--- src/rtl/sha1_pkg.sv ---
// rtl/sha1_pkg.sv - shared types and constants for the SHA-1 message padder
package sha1_pkg;

  typedef enum logic [2:0] {
    IDLE,
    DATA,
    TAIL,
    MARK,
    ZERO,
    LENH,
    LENL
  } state_t;

  localparam logic [31:0] PAD_WORD        = 32'h8000_0000;
  localparam int          WORDS_PER_BLOCK = 16;
  localparam int          WIDX_W          = $clog2(WORDS_PER_BLOCK);

  typedef logic [WIDX_W-1:0] widx_t;

  localparam widx_t LEN_HI_IDX = widx_t'(14);
  localparam widx_t LEN_LO_IDX = widx_t'(15);

endpackage

--- src/rtl/sha1_msg_padder_if.sv ---
// rtl/sha1_msg_padder_if.sv - message-in / padded-word-out handshake bundle
interface sha1_msg_padder_if;

  logic        start;
  logic [31:0] msg_len;
  logic [31:0] in_data;
  logic        in_valid;
  logic        in_ready;
  logic [31:0] out_data;
  logic        out_valid;
  logic        out_ready;
  logic        out_first;
  logic        out_last;
  logic        out_final;
  logic        busy;

  modport master (
    output start, msg_len, in_data, in_valid, out_ready,
    input  in_ready, out_data, out_valid, out_first, out_last, out_final, busy
  );

  modport slave (
    input  start, msg_len, in_data, in_valid, out_ready,
    output in_ready, out_data, out_valid, out_first, out_last, out_final, busy
  );

endinterface

--- src/rtl/sha1_tail_merge.sv ---
// rtl/sha1_tail_merge.sv - keeps the top r bytes of a word and appends the 0x80 marker
module sha1_tail_merge
  import sha1_pkg::*;
(
  input  logic [31:0] in_data,
  input  logic [1:0]  r,
  output logic [31:0] out_data
);

  always_comb begin
    out_data = PAD_WORD;
    case (r)
      2'd1:    out_data = {in_data[31:24], 8'h80, 16'h0000};
      2'd2:    out_data = {in_data[31:16], 8'h80, 8'h00};
      2'd3:    out_data = {in_data[31:8], 8'h80};
      default: out_data = PAD_WORD;
    endcase
  end

endmodule

--- src/rtl/sha1_msg_padder.sv ---
// rtl/sha1_msg_padder.sv - pads a byte-length message into 512-bit SHA-1 blocks, one word per transfer
module sha1_msg_padder
  import sha1_pkg::*;
(
  input logic              clk,
  input logic              reset_n,
  sha1_msg_padder_if.slave bus
);

  state_t      state, state_nxt;
  logic [31:0] rem, rem_nxt;
  logic [31:0] len_q, len_nxt;
  widx_t       widx, widx_nxt;

  logic [31:0] tail_word;
  logic [31:0] rem_dec;
  logic [31:0] out_data;
  logic        out_valid;
  logic        in_ready;
  logic        xfer;
  state_t      after_marker;

  sha1_tail_merge u_tail_merge (
    .in_data  (bus.in_data),
    .r        (rem[1:0]),
    .out_data (tail_word)
  );

  always_ff @(posedge clk or negedge reset_n) begin
    if (!reset_n) begin
      state <= IDLE;
      rem   <= '0;
      len_q <= '0;
      widx  <= '0;
    end else begin
      state <= state_nxt;
      rem   <= rem_nxt;
      len_q <= len_nxt;
      widx  <= widx_nxt;
    end
  end

  always_comb begin
    state_nxt = state;
    rem_nxt   = rem;
    len_nxt   = len_q;
    widx_nxt  = widx;
    out_data  = '0;
    out_valid = 1'b0;
    in_ready  = 1'b0;
    rem_dec   = rem - 32'd4;
    // A marker word landing on widx 13 leaves no zero fill before the length.
    after_marker = (widx == LEN_HI_IDX - widx_t'(1)) ? LENH : ZERO;

    case (state)
      DATA: begin
        out_data  = bus.in_data;
        out_valid = bus.in_valid;
        in_ready  = bus.out_ready;
      end
      TAIL: begin
        out_data  = tail_word;
        out_valid = bus.in_valid;
        in_ready  = bus.out_ready;
      end
      MARK: begin
        out_data  = PAD_WORD;
        out_valid = 1'b1;
      end
      ZERO: out_valid = 1'b1;
      LENH: begin
        out_data  = {29'b0, len_q[31:29]};
        out_valid = 1'b1;
      end
      LENL: begin
        out_data  = {len_q[28:0], 3'b000};
        out_valid = 1'b1;
      end
      default: ;
    endcase

    xfer = out_valid && bus.out_ready;
    if (xfer) widx_nxt = widx + widx_t'(1);

    case (state)
      IDLE: begin
        if (bus.start) begin
          len_nxt  = bus.msg_len;
          rem_nxt  = bus.msg_len;
          widx_nxt = '0;
          if (bus.msg_len >= 32'd4)      state_nxt = DATA;
          else if (bus.msg_len != 32'd0) state_nxt = TAIL;
          else                           state_nxt = MARK;
        end
      end
      DATA: begin
        if (xfer) begin
          rem_nxt = rem_dec;
          if (rem_dec < 32'd4) state_nxt = (rem_dec != 32'd0) ? TAIL : MARK;
        end
      end
      TAIL: begin
        if (xfer) begin
          rem_nxt   = '0;
          state_nxt = after_marker;
        end
      end
      MARK: if (xfer) state_nxt = after_marker;
      ZERO: if (xfer && widx == LEN_HI_IDX - widx_t'(1)) state_nxt = LENH;
      LENH: if (xfer) state_nxt = LENL;
      LENL: if (xfer) state_nxt = IDLE;
      default: state_nxt = IDLE;
    endcase
  end

  assign bus.out_data  = out_data;
  assign bus.out_valid = out_valid;
  assign bus.in_ready  = in_ready;
  assign bus.out_first = out_valid && (widx == '0);
  assign bus.out_last  = out_valid && (widx == LEN_LO_IDX);
  assign bus.out_final = out_valid && (widx == LEN_LO_IDX) && (state == LENL);
  assign bus.busy      = (state != IDLE);

endmodule

--- src/flat_wrapper.sv ---
// flat-port wrapper written by rule: the top's interface ports become plain ports
module sha1_msg_padder_flat import sha1_pkg::*;
  (clk, reset_n, bus_start, bus_msg_len, bus_in_data, bus_in_valid, bus_out_ready, bus_in_ready, bus_out_data, bus_out_valid, bus_out_first, bus_out_last, bus_out_final, bus_busy);
  sha1_msg_padder_if bus_i ();
  input logic clk;
  input logic reset_n;
  input wire logic [$bits(bus_i.start)-1:0] bus_start;
  input wire logic [$bits(bus_i.msg_len)-1:0] bus_msg_len;
  input wire logic [$bits(bus_i.in_data)-1:0] bus_in_data;
  input wire logic [$bits(bus_i.in_valid)-1:0] bus_in_valid;
  input wire logic [$bits(bus_i.out_ready)-1:0] bus_out_ready;
  output wire logic [$bits(bus_i.in_ready)-1:0] bus_in_ready;
  output wire logic [$bits(bus_i.out_data)-1:0] bus_out_data;
  output wire logic [$bits(bus_i.out_valid)-1:0] bus_out_valid;
  output wire logic [$bits(bus_i.out_first)-1:0] bus_out_first;
  output wire logic [$bits(bus_i.out_last)-1:0] bus_out_last;
  output wire logic [$bits(bus_i.out_final)-1:0] bus_out_final;
  output wire logic [$bits(bus_i.busy)-1:0] bus_busy;
  assign bus_i.start = bus_start;
  assign bus_i.msg_len = bus_msg_len;
  assign bus_i.in_data = bus_in_data;
  assign bus_i.in_valid = bus_in_valid;
  assign bus_i.out_ready = bus_out_ready;
  assign bus_in_ready = bus_i.in_ready;
  assign bus_out_data = bus_i.out_data;
  assign bus_out_valid = bus_i.out_valid;
  assign bus_out_first = bus_i.out_first;
  assign bus_out_last = bus_i.out_last;
  assign bus_out_final = bus_i.out_final;
  assign bus_busy = bus_i.busy;
  sha1_msg_padder u_core (.clk(clk), .reset_n(reset_n), .bus(bus_i));
endmodule
--- config.mk ---
export PLATFORM = sky130hd
export DESIGN_NAME = sha1_msg_padder_flat
export DESIGN_NICKNAME = d
export VERILOG_FILES = /design/src/rtl/sha1_pkg.sv /design/src/rtl/sha1_msg_padder_if.sv /design/src/rtl/sha1_tail_merge.sv /design/src/rtl/sha1_msg_padder.sv /design/src/flat_wrapper.sv
export SDC_FILE = /design/constraint.sdc
export NUM_CORES = 1
export LEC_CHECK = 0
export BUFFER_PORTS_ARGS = -buffer_cell sky130_fd_sc_hd__buf_2
export CAP_MARGIN = 40
export CORE_ASPECT_RATIO = 0.75
export CORE_UTILIZATION = 45
export CTS_BUF_LIST = sky130_fd_sc_hd__clkbuf_2 sky130_fd_sc_hd__clkbuf_4 sky130_fd_sc_hd__clkbuf_8
export CTS_CLUSTER_DIAMETER = 80
export CTS_CLUSTER_SIZE = 25
export DETAILED_ROUTE_END_ITERATION = 6
export HOLD_SLACK_MARGIN = 0.12
export PLACE_DENSITY = 0.68
export SYNTH_ARGS = -nofsm -noshare
export SYNTH_HDL_FRONTEND = slang
export SYNTH_HIERARCHICAL = 1
export SYNTH_SLANG_ARGS = --single-unit
--- constraint.sdc ---
create_clock -name clk -period 3.45 [get_ports clk]
set_input_delay 0.345 -clock clk [delete_from_list [all_inputs] [get_ports clk]]
set_output_delay 0.345 -clock clk [all_outputs]
set_load 0.02 [all_outputs]
; Word level (Yosys, flattened, before mapping)
; Index checks and enable logic that the tools add are counted.
; Widths: inputs -> output; s select.
[word_totals]
reg_bits = 71
input_bits = 69
output_inout_bits = 38
elab_cells = 67
[classes]
addsub = 2
order_cmp = 2
n_eq_ne = 19
n_mux = 23
reduce_logical = 17
[op_table]
columns = operator, n
row1 = $pmux 32 s3, 2
row2 = $pmux 32 s5, 1
row3 = $mux 32, 3
row4 = $reduce_bool 32->1, 2
row5 = $ge 32x3->1 const B, 1
row6 = $lt 32x3->1 const B, 1
row7 = $sub 32x3->32 const B, 1
row8 = $mux 3, 8
row9 = $pmux 3 s6, 1
row10 = $ne 2x1->1 const B, 7
row11 = $mux 4, 3
row12 = $eq 3x3->1 const B, 3
row13 = $eq 4x4->1 const B, 2
row14 = $reduce_and 7->1, 1
row15 = $eq 3x2->1 const B, 2
row16 = $reduce_bool 3->1, 2
row17 = $logic_and 1x1->1, 5
row18 = $add 4x1->4 const B, 1
row19 = $eq 2x2->1 const B, 2
row20 = $logic_not 4->1, 1
row21 = $mux 1, 4
row22 = $reduce_and 4->1, 1
row23 = $reduce_or 2->1, 2
row24 = $reduce_or 4->1, 1
row25 = other kinds (6), 6

; Depth between registers and ports, before layout
[depth]
depth_word = 7
mapped_depth = 10
mapped_depth_nobuf = 9

; Modules after synthesis
; Netlist, hierarchy kept.
[by_module_without_submodules]
columns = mod, instances, cells_each, area_each_um2, seq_area_each_um2
row1 = sha1_msg_padder, 1, 595, 4988.5, 1776.7
row2 = sha1_tail_merge, 1, 37, 245.2, 0.0

; Worst setup path before layout
; Ideal clock, no wire load.
[synth_timing]
kind = register to register
startpoint = register u_core.rem[3]
endpoint = register u_core.state[0]
setup_time_ns = 0.119
arrival_ns = 2.547
t_required_ns = 3.331
setup_slack_ns = 0.785
stages_incl_launch_ff = 10
n_path_buf = 0
period_less_slack_ns = 2.665
path_cell_list = dfrtp_1 > inv_1 > ha_1 > or4b_2 > nor4_4 > xnor2_1 > nand4_1 > nor4b_4 > nand3_1 > o21a_1
[synth_via]
elab_chain_cells = 6
word_cells_on_any_way = 9
cone_classes = add/sub: 1 / order compare: 1 / eq/ne: 1 / mux: 4 / reduce/logical: 2
[synth_rtl]
columns = element, line_no
row1 = start: declaration, sha1_msg_padder.sv:11  ; logic [31:0] rem, rem_nxt;
row2 = start signal: assignment, sha1_msg_padder.sv:37  ; rem <= rem_nxt;
row3 = $sub 32x3->32 *, sha1_msg_padder.sv:51  ; rem_dec = rem - 32'd4;
row4 = branches (longest 5 deep; another with $lt 32x3->1), --
row5 = end signal: assignment, sha1_msg_padder.sv:36  ; state <= state_nxt;
row6 = end: declaration, sha1_msg_padder.sv:10  ; state_t state, state_nxt;
; Mark *: on every way between the ends. The select of a mux whose other input is x is not followed.
; A chain may end at the register's enable or synchronous reset.

; Worst setup path after layout
; Ends and elaborated chain as after synthesis.

==> impl_results.md <==
- Post-synth top area share: 0.339
- Sequential area share after synthesis: 0.339
- Crit-path max FO: 5
- Nets: approximately 800
- Die W: roughly 130 µm
- Chip height: approximately 95 µm
- Max_slew headroom: 0.465
- Top cells by area, synth: dfrtp_1, nor2_1, mux2_2
- FF-to-FF Start: u_core/rem[3]
- Via Count: 5,178
- Clk slew on worst S/H paths: 80 ps
- Worst Reg-to-Reg Cells: 9
- GRT Residual Overflow: 0
- CP arrival: between 3000 and 4000 ps
- Post-DP HPWL: about 12 mm
- Clock sinks: ~70
- Core area: about 11,000 µm²
- Largest net degree at the start of global routing: 60
- Routed wire length: ~16 mm
- Element type at the critical path end: flip-flop
- CTS max path bufs: 2
- Number of synthesized register bits: 71
- CTS root buffer: clkbuf_8
- Worst Slack Setup Final: around 490 ps
- H-tree depth: 3
- Top FF cell, synth: dfrtp_1
- Synth async-reset ratio: 1.00
- CP endpoint: u_core/state[0]
- Period utilisation layout: 0.859
- Syn Area/Cell: a little over 8 µm²
- Final setup vio count: 0
- Initial Util: 0.471
- Comb pwr share: 0.327
- Row count: 33
- Sequential Power Share: 0.438
- Share of layout cells above drive strength 1: 0.265
- Internal Power: approximately 1.6 mW
- Reg2Reg Setup Slack: around 490 ps
- Drt via density: between 5 and 6
- Worst skew pair latency: about 360 ps
- Layout Area Growth over Synthesis: 16.0%
- Core Util, Final: 0.546
- Worst hold-check path type: input port to flip-flop
- Worst Setup Start Kind: flip-flop
- Fmax achieved: between 0.3 and 0.4 GHz
- Antenna diode count: 0
- Leakage: approximately 2.6 nW
- Post-synth EDFFs: 0
- Total power per unit cell area: around 430 nW/µm²
- Crit Path Category: flip-flop to flip-flop
- Yosys warning total: 6
- Worst r2r dst: u_core/state[0]
- Leading area contributor after synthesis: dfrtp_1
- 1st-iter DRT viols: 345
- Max Cap Viol: 0
- Drt wl/cell: around 18 µm
- Vias in the first global route: 4,604
- Required time worst endpoint: between 3000 and 4000 ps
- I/O pins: ~110
- GPL Wtd Cong: 0.960
- VDD IR max: about 0.25 mV
- DRT Pass-1 Iters: 6
- Clk_skew: 11.9 ps
- First-pass GRT wire length: 24.6 mm
- Post-DRT Antenna Nets: 0
- Clock power share: 0.235
- PortBufs: about 110
- Max-slew violation count: 0
- Antenna violations before repair: 0
- Post-CTS Setup Inserts: 0
- Status: completed
- Drc violations: 0
- Tmin final: ~3000 ps
- Gate Count Post-Synth: between 600 and 700
- TNS Setup: 0 ps
- Sw Share: 0.400
- Yosys cell types: 70
- Synth Cell Area: 5230 µm²
- Pre-CTS setup slack: around 520 ps
- Num CTS Buffers: 9
- Crit path launch: u_core/rem[3]
- CTS tree: built
- RSZ-0062 raised after global routing: no
- Total GRT Usage: 0.264
- Slew @ Worst Pin: around 790 ps
- Switching power: 1.05 mW
- Die area: between 10,000 and 15,000 µm²
- Final hold vios: 0
-- critical path, stage by stage (launching register included) --
cell     delay [ps]
dfrtp_1         420
inv_1           130
ha_1            180
or4b_2          700
nor4_4          370
xnor2_1         160
nand4_1         200
nor4b_4         350
nand3_1         130
o21a_1          210
-- through the flow --
step           cell area [µm²]  instances  total power [mW]  hold slack (ps)
2_1_floorplan             5260        638              1.71             49.4
3_3_place_gp              5880        848              1.97              423
3_5_place_dp              5880        848              1.99              446
4_1_cts                   6070        865              2.60              240
5_1_grt                   6070        865              2.78              252
6_report                  6070        865              2.61              247
-- repair_timing --
action	CTS	global route
endpoints found under the hold margin	28	0
resized for setup	0	0
setup endpoints to repair	0	0
hold buffers	1	0
-- final cells by class --
type | instances | area [µm²]
Clock inverter | 5 | 33.8
Multi-Input combinational cell | 504 | 3230
Sequential cell | 71 | 1780
Fill cell | 1005 | 5040
Timing Repair Buffer | 121 | 658
Tap cell | 140 | 175
Inverter | 13 | 48.8
Clock buffer | 11 | 145
-- metal layers --
layer | track usage | up-vias | part of all wire
met3 | 0.0612 | 32 | 0.079
met1 | 0.370 | 2457 | 0.46
met4 | 0.0673 | 0 | 0.017
met5 | 0 | - | 0
li1 | - | 2460 | -
met2 | 0.410 | 229 | 0.44
-- cells in the final DEF (no fill, tap or decap), types with 10 or more instances in the layout --
master and instances:
nand2_1 23, nor4_1 11, o21ai_0 57, nor2b_1 10, a22oi_1 10, dfrtp_1 70, mux2_2 34, nor2_1 108
buf_2 106, and3_1 13, clkbuf_8 10, buf_4 13, nor3_1 15, mux2i_1 30, a21oi_1 58, inv_1 12
a32oi_1 11
-- cells by family (layout without fill, tap and decap cells) --
| kind of cell | count (synthesis) | after routing | synth area share |
|---|---|---|---|
| adder cells (fa/ha/maj) | 9 | 9 | 0.0210 |
| other | 1 | 7 | 0.000717 |
| AND/OR/NAND/NOR | 243 | 243 | 0.245 |
| multiplexers | 64 | 64 | 0.131 |
| buffers and inverters | 63 | 150 | 0.0528 |
| XOR/XNOR | 7 | 7 | 0.0117 |
| flip-flops | 71 | 71 | 0.339 |
| AO/OA/AOI/OAI | 174 | 174 | 0.199 |
-- state kept, by name, summed over array words and instances (netlist names) --
signal and cells:
u_core/len_q 32, u_core/rem 32, u_core/widx 4, u_core/state 3
-- worst min path at each step --
stage	start	end	slack (ps)	depth (start not counted)
after floorplan	reset_n	u_core/len_q[0]	50	0
after global placement	reset_n	u_core/rem[11]	420	1
after detailed placement	reset_n	u_core/rem[11]	450	1
after CTS	bus_msg_len[0]	u_core/rem[0]	240	2
after global routing	bus_msg_len[27]	u_core/len_q[27]	250	2
final	bus_msg_len[0]	u_core/rem[0]	250	2
-- cell usage after synthesis, drive strengths merged (4+ instances only) --
cell    number
inv         12
xnor2        4
nor2b       10
buf         14
clkbuf      36
nand2       23
nand3        9
a31oi        5
and3        13
a22oi       10
ha           8
or4          8
and2         9
mux2        34
o22ai        5
o21a         4
a32oi       11
dfrtp       71
nor2       110
nand4        7
a21oi       58
mux2i       30
nor4        15
nor3        16
o21ai       59
-- power groups by stage --
stage	combinational, mW	clock (mW)	sequential, mW
3_5_place_dp	0.832	0	1.16
4_1_cts	0.839	0.625	1.14
6_report	0.853	0.614	1.14
3_3_place_gp	0.833	0	1.14
2_1_floorplan	0.637	0	1.08
5_1_grt	0.952	0.664	1.17
Note: power is estimated with default switching activity, not from simulation.
